$ cat src/rtl/bsg_manycore_link_to_crossbar_buffered.sv
// bsg_manycore_link_to_crossbar_buffered: FIFO-buffered bridge between a manycore link array and a flat crossbar port vector
// Each link word is packed as {data[width_p-1:0], v, ready_and_rev}.
module bsg_manycore_link_to_crossbar_buffered_fifo #(
  parameter int width_p = 8,
  parameter int els_p = 2
) (
  input  logic clk_i,
  input  logic reset_i,
  input  logic [width_p-1:0] data_i,
  input  logic enq_i,
  input  logic deq_i,
  output logic full_o,
  output logic v_o,
  output logic [width_p-1:0] data_o
);
  localparam int ptr_w = $clog2(els_p);
  localparam int cnt_w = $clog2(els_p + 1);
  logic [width_p-1:0] mem [els_p];
  logic [ptr_w-1:0] rd, wr;
  logic [cnt_w-1:0] cnt;
  always_ff @(posedge clk_i)
    if (enq_i) mem[wr] <= data_i;
  always_ff @(posedge clk_i)
    if (reset_i) begin
      rd <= '0;
      wr <= '0;
      cnt <= '0;
    end else begin
      if (enq_i) wr <= (wr == ptr_w'(els_p - 1)) ? '0 : wr + 1'b1;
      if (deq_i) rd <= (rd == ptr_w'(els_p - 1)) ? '0 : rd + 1'b1;
      cnt <= cnt + cnt_w'(enq_i) - cnt_w'(deq_i);
    end
  assign full_o = cnt == cnt_w'(els_p);
  assign v_o = cnt != '0;
  assign data_o = mem[rd];
endmodule

module bsg_manycore_link_to_crossbar_buffered #(
  parameter int width_p = 16,
  parameter int x_cord_width_p = 4,
  parameter int y_cord_width_p = 4,
  parameter int num_in_x_p = 2,
  parameter int num_in_y_p = 2,
  parameter int origin_x_p = 0,
  parameter int origin_y_p = 0,
  parameter int in_fifo_els_p = 2,
  parameter int out_fifo_els_p = 2,
  parameter int use_credits_p = 0,
  parameter int credit_max_p = 4,
  localparam int num_in_lp = num_in_x_p * num_in_y_p,
  localparam int lg_num_in_lp = (num_in_lp > 1) ? $clog2(num_in_lp) : 1,
  localparam int xbar_width_lp = width_p - x_cord_width_p - y_cord_width_p + lg_num_in_lp
) (
  input  logic clk_i,
  input  logic reset_i,
  input  logic [num_in_y_p-1:0][num_in_x_p-1:0][width_p+1:0] links_sif_i,
  output logic [num_in_y_p-1:0][num_in_x_p-1:0][width_p+1:0] links_sif_o,
  output logic [num_in_lp-1:0] valid_o,
  output logic [num_in_lp-1:0][xbar_width_lp-1:0] data_o,
  input  logic [num_in_lp-1:0] credit_or_ready_i,
  input  logic [num_in_lp-1:0] valid_i,
  input  logic [num_in_lp-1:0][xbar_width_lp-1:0] data_i,
  output logic [num_in_lp-1:0] ready_and_o,
  output logic [num_in_lp-1:0] oob_err_o
);
  localparam int cord_w = x_cord_width_p + y_cord_width_p;
  localparam int xl_w = x_cord_width_p + 1;
  localparam int yl_w = y_cord_width_p + 1;
  localparam int cred_w = $clog2(credit_max_p + 1);
  for (genvar i = 0; i < num_in_y_p; i++) begin : row
    for (genvar j = 0; j < num_in_x_p; j++) begin : col
      localparam int p = i * num_in_x_p + j;
      logic in_full, in_v, in_ready, in_deq, in_range, fire, oob;
      logic out_full, out_v, out_ready;
      logic [width_p-1:0] in_data;
      logic [xbar_width_lp-1:0] out_data;
      logic [xl_w-1:0] lx;
      logic [yl_w-1:0] ly;
      logic [lg_num_in_lp-1:0] out_idx;
      assign in_ready = ~in_full & ~reset_i;
      bsg_manycore_link_to_crossbar_buffered_fifo #(.width_p(width_p), .els_p(in_fifo_els_p)) in_fifo (
        .clk_i, .reset_i,
        .data_i(links_sif_i[i][j][width_p+1:2]),
        .enq_i(links_sif_i[i][j][1] & in_ready),
        .deq_i(in_deq),
        .full_o(in_full),
        .v_o(in_v),
        .data_o(in_data)
      );
      // widened subtract: the top bit is the borrow for destinations left of / below the origin
      assign lx = {1'b0, in_data[x_cord_width_p-1:0]} - xl_w'(origin_x_p);
      assign ly = {1'b0, in_data[cord_w-1:x_cord_width_p]} - yl_w'(origin_y_p);
      assign in_range = ~lx[xl_w-1] & ~ly[yl_w-1]
                      & (32'(lx[x_cord_width_p-1:0]) < num_in_x_p)
                      & (32'(ly[y_cord_width_p-1:0]) < num_in_y_p);
      assign data_o[p] = {in_data[width_p-1:cord_w],
                          lg_num_in_lp'(32'(ly[y_cord_width_p-1:0]) * num_in_x_p + 32'(lx[x_cord_width_p-1:0]))};
      assign in_deq = fire | (in_v & ~in_range);
      if (use_credits_p != 0) begin : credit
        logic [cred_w-1:0] cred;
        logic cr_ok;
        assign valid_o[p] = in_v & in_range & (cred != '0);
        assign fire = valid_o[p];
        assign cr_ok = credit_or_ready_i[p] & (cred != cred_w'(credit_max_p));
        always_ff @(posedge clk_i)
          if (reset_i) cred <= cred_w'(credit_max_p);
          else cred <= cred + cred_w'(cr_ok) - cred_w'(fire);
        assert property (@(posedge clk_i) disable iff (reset_i)
          !(credit_or_ready_i[p] && cred == cred_w'(credit_max_p)))
          else $error("credit overflow on port %0d", p);
      end else begin : ready
        assign valid_o[p] = in_v & in_range;
        assign fire = valid_o[p] & credit_or_ready_i[p];
      end
      always_ff @(posedge clk_i)
        if (reset_i) oob <= 1'b0;
        else if (in_v & ~in_range) oob <= 1'b1;
      assign oob_err_o[p] = oob;
      assign out_ready = ~out_full & ~reset_i;
      assign ready_and_o[p] = out_ready;
      bsg_manycore_link_to_crossbar_buffered_fifo #(.width_p(xbar_width_lp), .els_p(out_fifo_els_p)) out_fifo (
        .clk_i, .reset_i,
        .data_i(data_i[p]),
        .enq_i(valid_i[p] & out_ready),
        .deq_i(out_v & links_sif_i[i][j][0]),
        .full_o(out_full),
        .v_o(out_v),
        .data_o(out_data)
      );
      assign out_idx = out_data[lg_num_in_lp-1:0];
      assign links_sif_o[i][j] = {out_data[xbar_width_lp-1:lg_num_in_lp],
                                  y_cord_width_p'(32'(out_idx) / num_in_x_p + origin_y_p),
                                  x_cord_width_p'(32'(out_idx) % num_in_x_p + origin_x_p),
                                  out_v, in_ready};
    end
  end
endmodule

$ cat config.mk
export PLATFORM = sky130hd
export DESIGN_NAME = bsg_manycore_link_to_crossbar_buffered
export DESIGN_NICKNAME = d
export VERILOG_FILES = /design/src/rtl/bsg_manycore_link_to_crossbar_buffered.sv
export SDC_FILE = /design/constraint.sdc
export NUM_CORES = 1
export LEC_CHECK = 0
export CAP_MARGIN = 40
export CORE_MARGIN = 1
export CORE_UTILIZATION = 40
export CTS_CLUSTER_DIAMETER = 100
export DETAILED_ROUTE_END_ITERATION = 8
export GPL_TIMING_DRIVEN = 1
export PLACE_DENSITY = 0.67
export RECOVER_POWER = 25
export SETUP_SLACK_MARGIN = 0.5
export SLEW_MARGIN = 25
export SYNTH_ARGS = -nofsm -noshare
export SYNTH_HDL_FRONTEND = slang
export SYNTH_SLANG_ARGS = --single-unit
$ cat constraint.sdc
create_clock -name clk_i -period 3.03 [get_ports clk_i]
set_clock_uncertainty 0.2 [all_clocks]
set_input_delay 0.606 -clock clk_i [delete_from_list [all_inputs] [get_ports clk_i]]
set_output_delay 0.606 -clock clk_i [all_outputs]
set_load 0.01 [all_outputs]
==> run_results.csv <==
group,metric,value,unit
layout,final_cell_area,13700,um^2
placed_design,placed_area,12470,um^2
route,via_count,5706,
cts,cts_inserted_buffers,27,
worst_setup_path,crit_type,"reg2out",
cts,cts_tree,"built",
floorplan,die_h,159.8,um
logic_synthesis,syn-cell-area,9960,um^2
global_route,grt_max_degree,43,
floorplan,rows,57,
cts,cts_sinks,252,
floorplan,start_util,0.4083,
floorplan,core_area,24390,um^2
logic_synthesis,synth_top_area_frac,0.6271,
worst_setup_path,crit_fanout,6,
logic_synthesis,synth_area_leaders,"edfxtp_1 (63%), dfxtp_1 (8.8%), mux2_2 (8.6%)",
sta,report.final.setup_viol,0,
layout,final_core_util,0.5617,
placed_design,place_congestion,0.6980,
sta,finalCritPeriodShare,0.8454,
layout,syn_to_final_growth,37.56,%
pwr,powerDensity,760.0,nW/um^2
outcome,status,"finished clean",
placed_design,place_hpwl,12650,um
pwr,ir_drop,0.5496,mV
layout,regArea,7158,um^2
global_route,use_met3,0.03922,
sta,hold_viol,0,
logic_synthesis,yosysTopAreaCell,"edfxtp_1",
sta,finalMaxSlewViolations,0,
worst_setup_path,ff2ff_setup_slack,600,ps
sta,holdWs,275.3,ps
sta,grt_setup_unrepaired,"true",
floorplan,dieArea,25530,um^2
sta,finalSetupTns,0,ps
sta,fin_crit,2562,ps
route,vias_per_cell,4.613,
route,drt_pass1_iterations,5,
global_route,grtUsageTotal,0.1449,
worst_setup_path,end_kind,"primary output",
run,maxCapViolCount,0,
cts,holdBufCountCts,0,
global_route,grt_pass1_wl,29770,um
worst_hold_path,worstHoldPathType,"reg2reg",
worst_setup_path,cp.arrival,1760,ps
cts,clk_pin_slew_worst_paths,60,ps
cts,clock_tree.root_cell,"clkbuf_16",
sta,tightest_slew,607.7,ps
floorplan,die_w,159.8,um
global_route,use_met1,0.1834,
layout,drive_gt1_frac,0.2299,
layout,multi_input_area,2571,um^2
logic_synthesis,ys_ff_latch,252,
sta,slew_headroom,0.5933,
worst_setup_path,crit_required,2220,ps
logic_synthesis,synth_cell_type_count,39,
logic_synthesis,seq_area_frac_synth,0.7156,
route,drtIter0Drc,238,
worst_setup_path,r2r_cells,11,
route,wl_per_cell,15.27,um
logic_synthesis,yosys_warnings,0,
sta,max_freq,390.4,MHz
logic_synthesis,syn_area_per_cell,15.96,um^2
global_route,antenna_found_initial,4,
placed_design,io_buffers,221,
route,drtAntennaViolNets,0,
layout,nFillCells,2019,
worst_hold_path,hold_depth,1,
pwr,fin_total_pwr,10.41,mW
layout,nets,1023,
global_route,gr-total-overflow,0,
global_route,grt_pass1_vias,5830,
worst_setup_path,worst_setup_path_start_kind,"register",
cts,cts_max_path_buffers,3,
global_route,busiest_layer,"met2",
route,drc,0,
cts,cts_max_level,1,
cts,clock_latency,520,ps
route,wirelength,18890,um
logic_synthesis,syn-instance-count,624,
global_route,met2_usage,0.2473,
floorplan,pin_count,246,
pwr,p_leak,5.233,nW
-- worst max-delay path: stages (launching register included) --
cell	delay (ps)
dfxtp_4	380
buf_4	120
mux2i_1	330
nand2_1	150
nor2_1	120
clkbuf_2	140
-- layout make-up --
cell class / count / area share
Tap cell: 324 / 0.02959
Clock buffer: 29 / 0.04986
Antenna cell: 4 / 0.0007306
Timing Repair Buffer: 268 / 0.1886
Multi-Input combinational cell: 319 / 0.1877
Clock inverter: 20 / 0.01498
Inverter: 21 / 0.006119
Sequential cell: 252 / 0.5225
-- Yosys cell counts, drive strengths merged --
library cell and instances:
or2 4, and2 8, nor2b 11, edfxtp 208, nor4b 5, inv 21
clkbuf 8, o21a 12, nor4 4, a221oi 4, ha 12, xor2 8
o211ai 8, o21ai 4, dfxtp 44, a2111o 1, and3 6, nor2 56
xnor2 28, a22o 4, a21o 3, a211o 6, a31oi 1, nand2 8
nor3 3, nand2b 1, and2b 1, mux2 80, mux2i 4, a21oi 8
conb 1, nor3b 3, o311ai 2, buf 47
-- report_power, final --
part / total (mW) / leakage [nW] / internal [mW] / switching, mW
Combinational: 2.71 / 2.53 / 1.52 / 1.19
Sequential: 4.45 / 2.27 / 4.20 / 0.251
Clock: 3.25 / 0.433 / 1.97 / 1.28
Total: 10.4 / 5.23 / 7.68 / 2.73
-- registers in the layout (all words and copies together), names as in the netlist, named ones only --
signal	count
row.col.out_fifo.mem	80
row.col.out_fifo.cnt	8
row.col.in_fifo.wr	4
row.col.oob	4
row.col.in_fifo.mem	128
row.col.in_fifo.rd	4
row.col.out_fifo.rd	4
row.col.out_fifo.wr	4
row.col.in_fifo.cnt	8
-- metal layers --
layer	routed length, um	vias up
met4	321	0
met1	8016	2711
met5	0	-
met3	1332	31
li1	-	2779
met2	9217	185
-- cell usage in the layout (no fill, tap or decap), drive strengths merged, types with 12 or more instances in the layout --
cell	n
xnor2	28
dlygate4sd3	71
mux2	80
nor2	56
dlymetal6s2s	21
conb	24
ha	12
dlygate4sd2	57
o21a	12
buf	51
inv	22
clkdlybuf4s50	64
dfxtp	44
edfxtp	208
clkbuf	32
clkinv	13
-- kinds of logic after synthesis --
| family | synth area share |
|---|---|
| buffers and inverters | 0.04460 |
| other | 0.0003765 |
| adders and majority gates | 0.01507 |
| and+or+nand+nor | 0.05628 |
| DFF | 0.7156 |
| muxes | 0.09447 |
| AOI/OAI and AO/OA | 0.04196 |
| xor gates and xnor gates | 0.03166 |
-- per-stage QoR --
step | setup slack, ps | cells
after floorplan | 506.1 | 647
after global placement | 358.7 | 1160
after detailed placement | 321.8 | 1160
after CTS | 309.7 | 1225
after global routing | 364.0 | 1237
final | 468.4 | 1237
-- final timing paths --
| kind | startpoint | endpoint |
|---|---|---|
| worst min register to register | row[1].col[0].oob | row[1].col[0].oob |
| worst min-delay path | row[1].col[0].oob | row[1].col[0].oob |
| worst max-delay path | register | valid_o[1] |
| worst max register to register | register | row[0].col[0].in_fifo.cnt[1] |
-- repair_timing --
action / in CTS / in global routing
endpoints found under the hold margin: 0 / 0
endpoints found under the setup margin: 93 / 64
resized for setup: 115 / 43
cloned: 0 / 1
setup buffers: 16 / 7
pin swaps: 9 / 14
No activity file was read; power rests on OpenSTA's default activity.
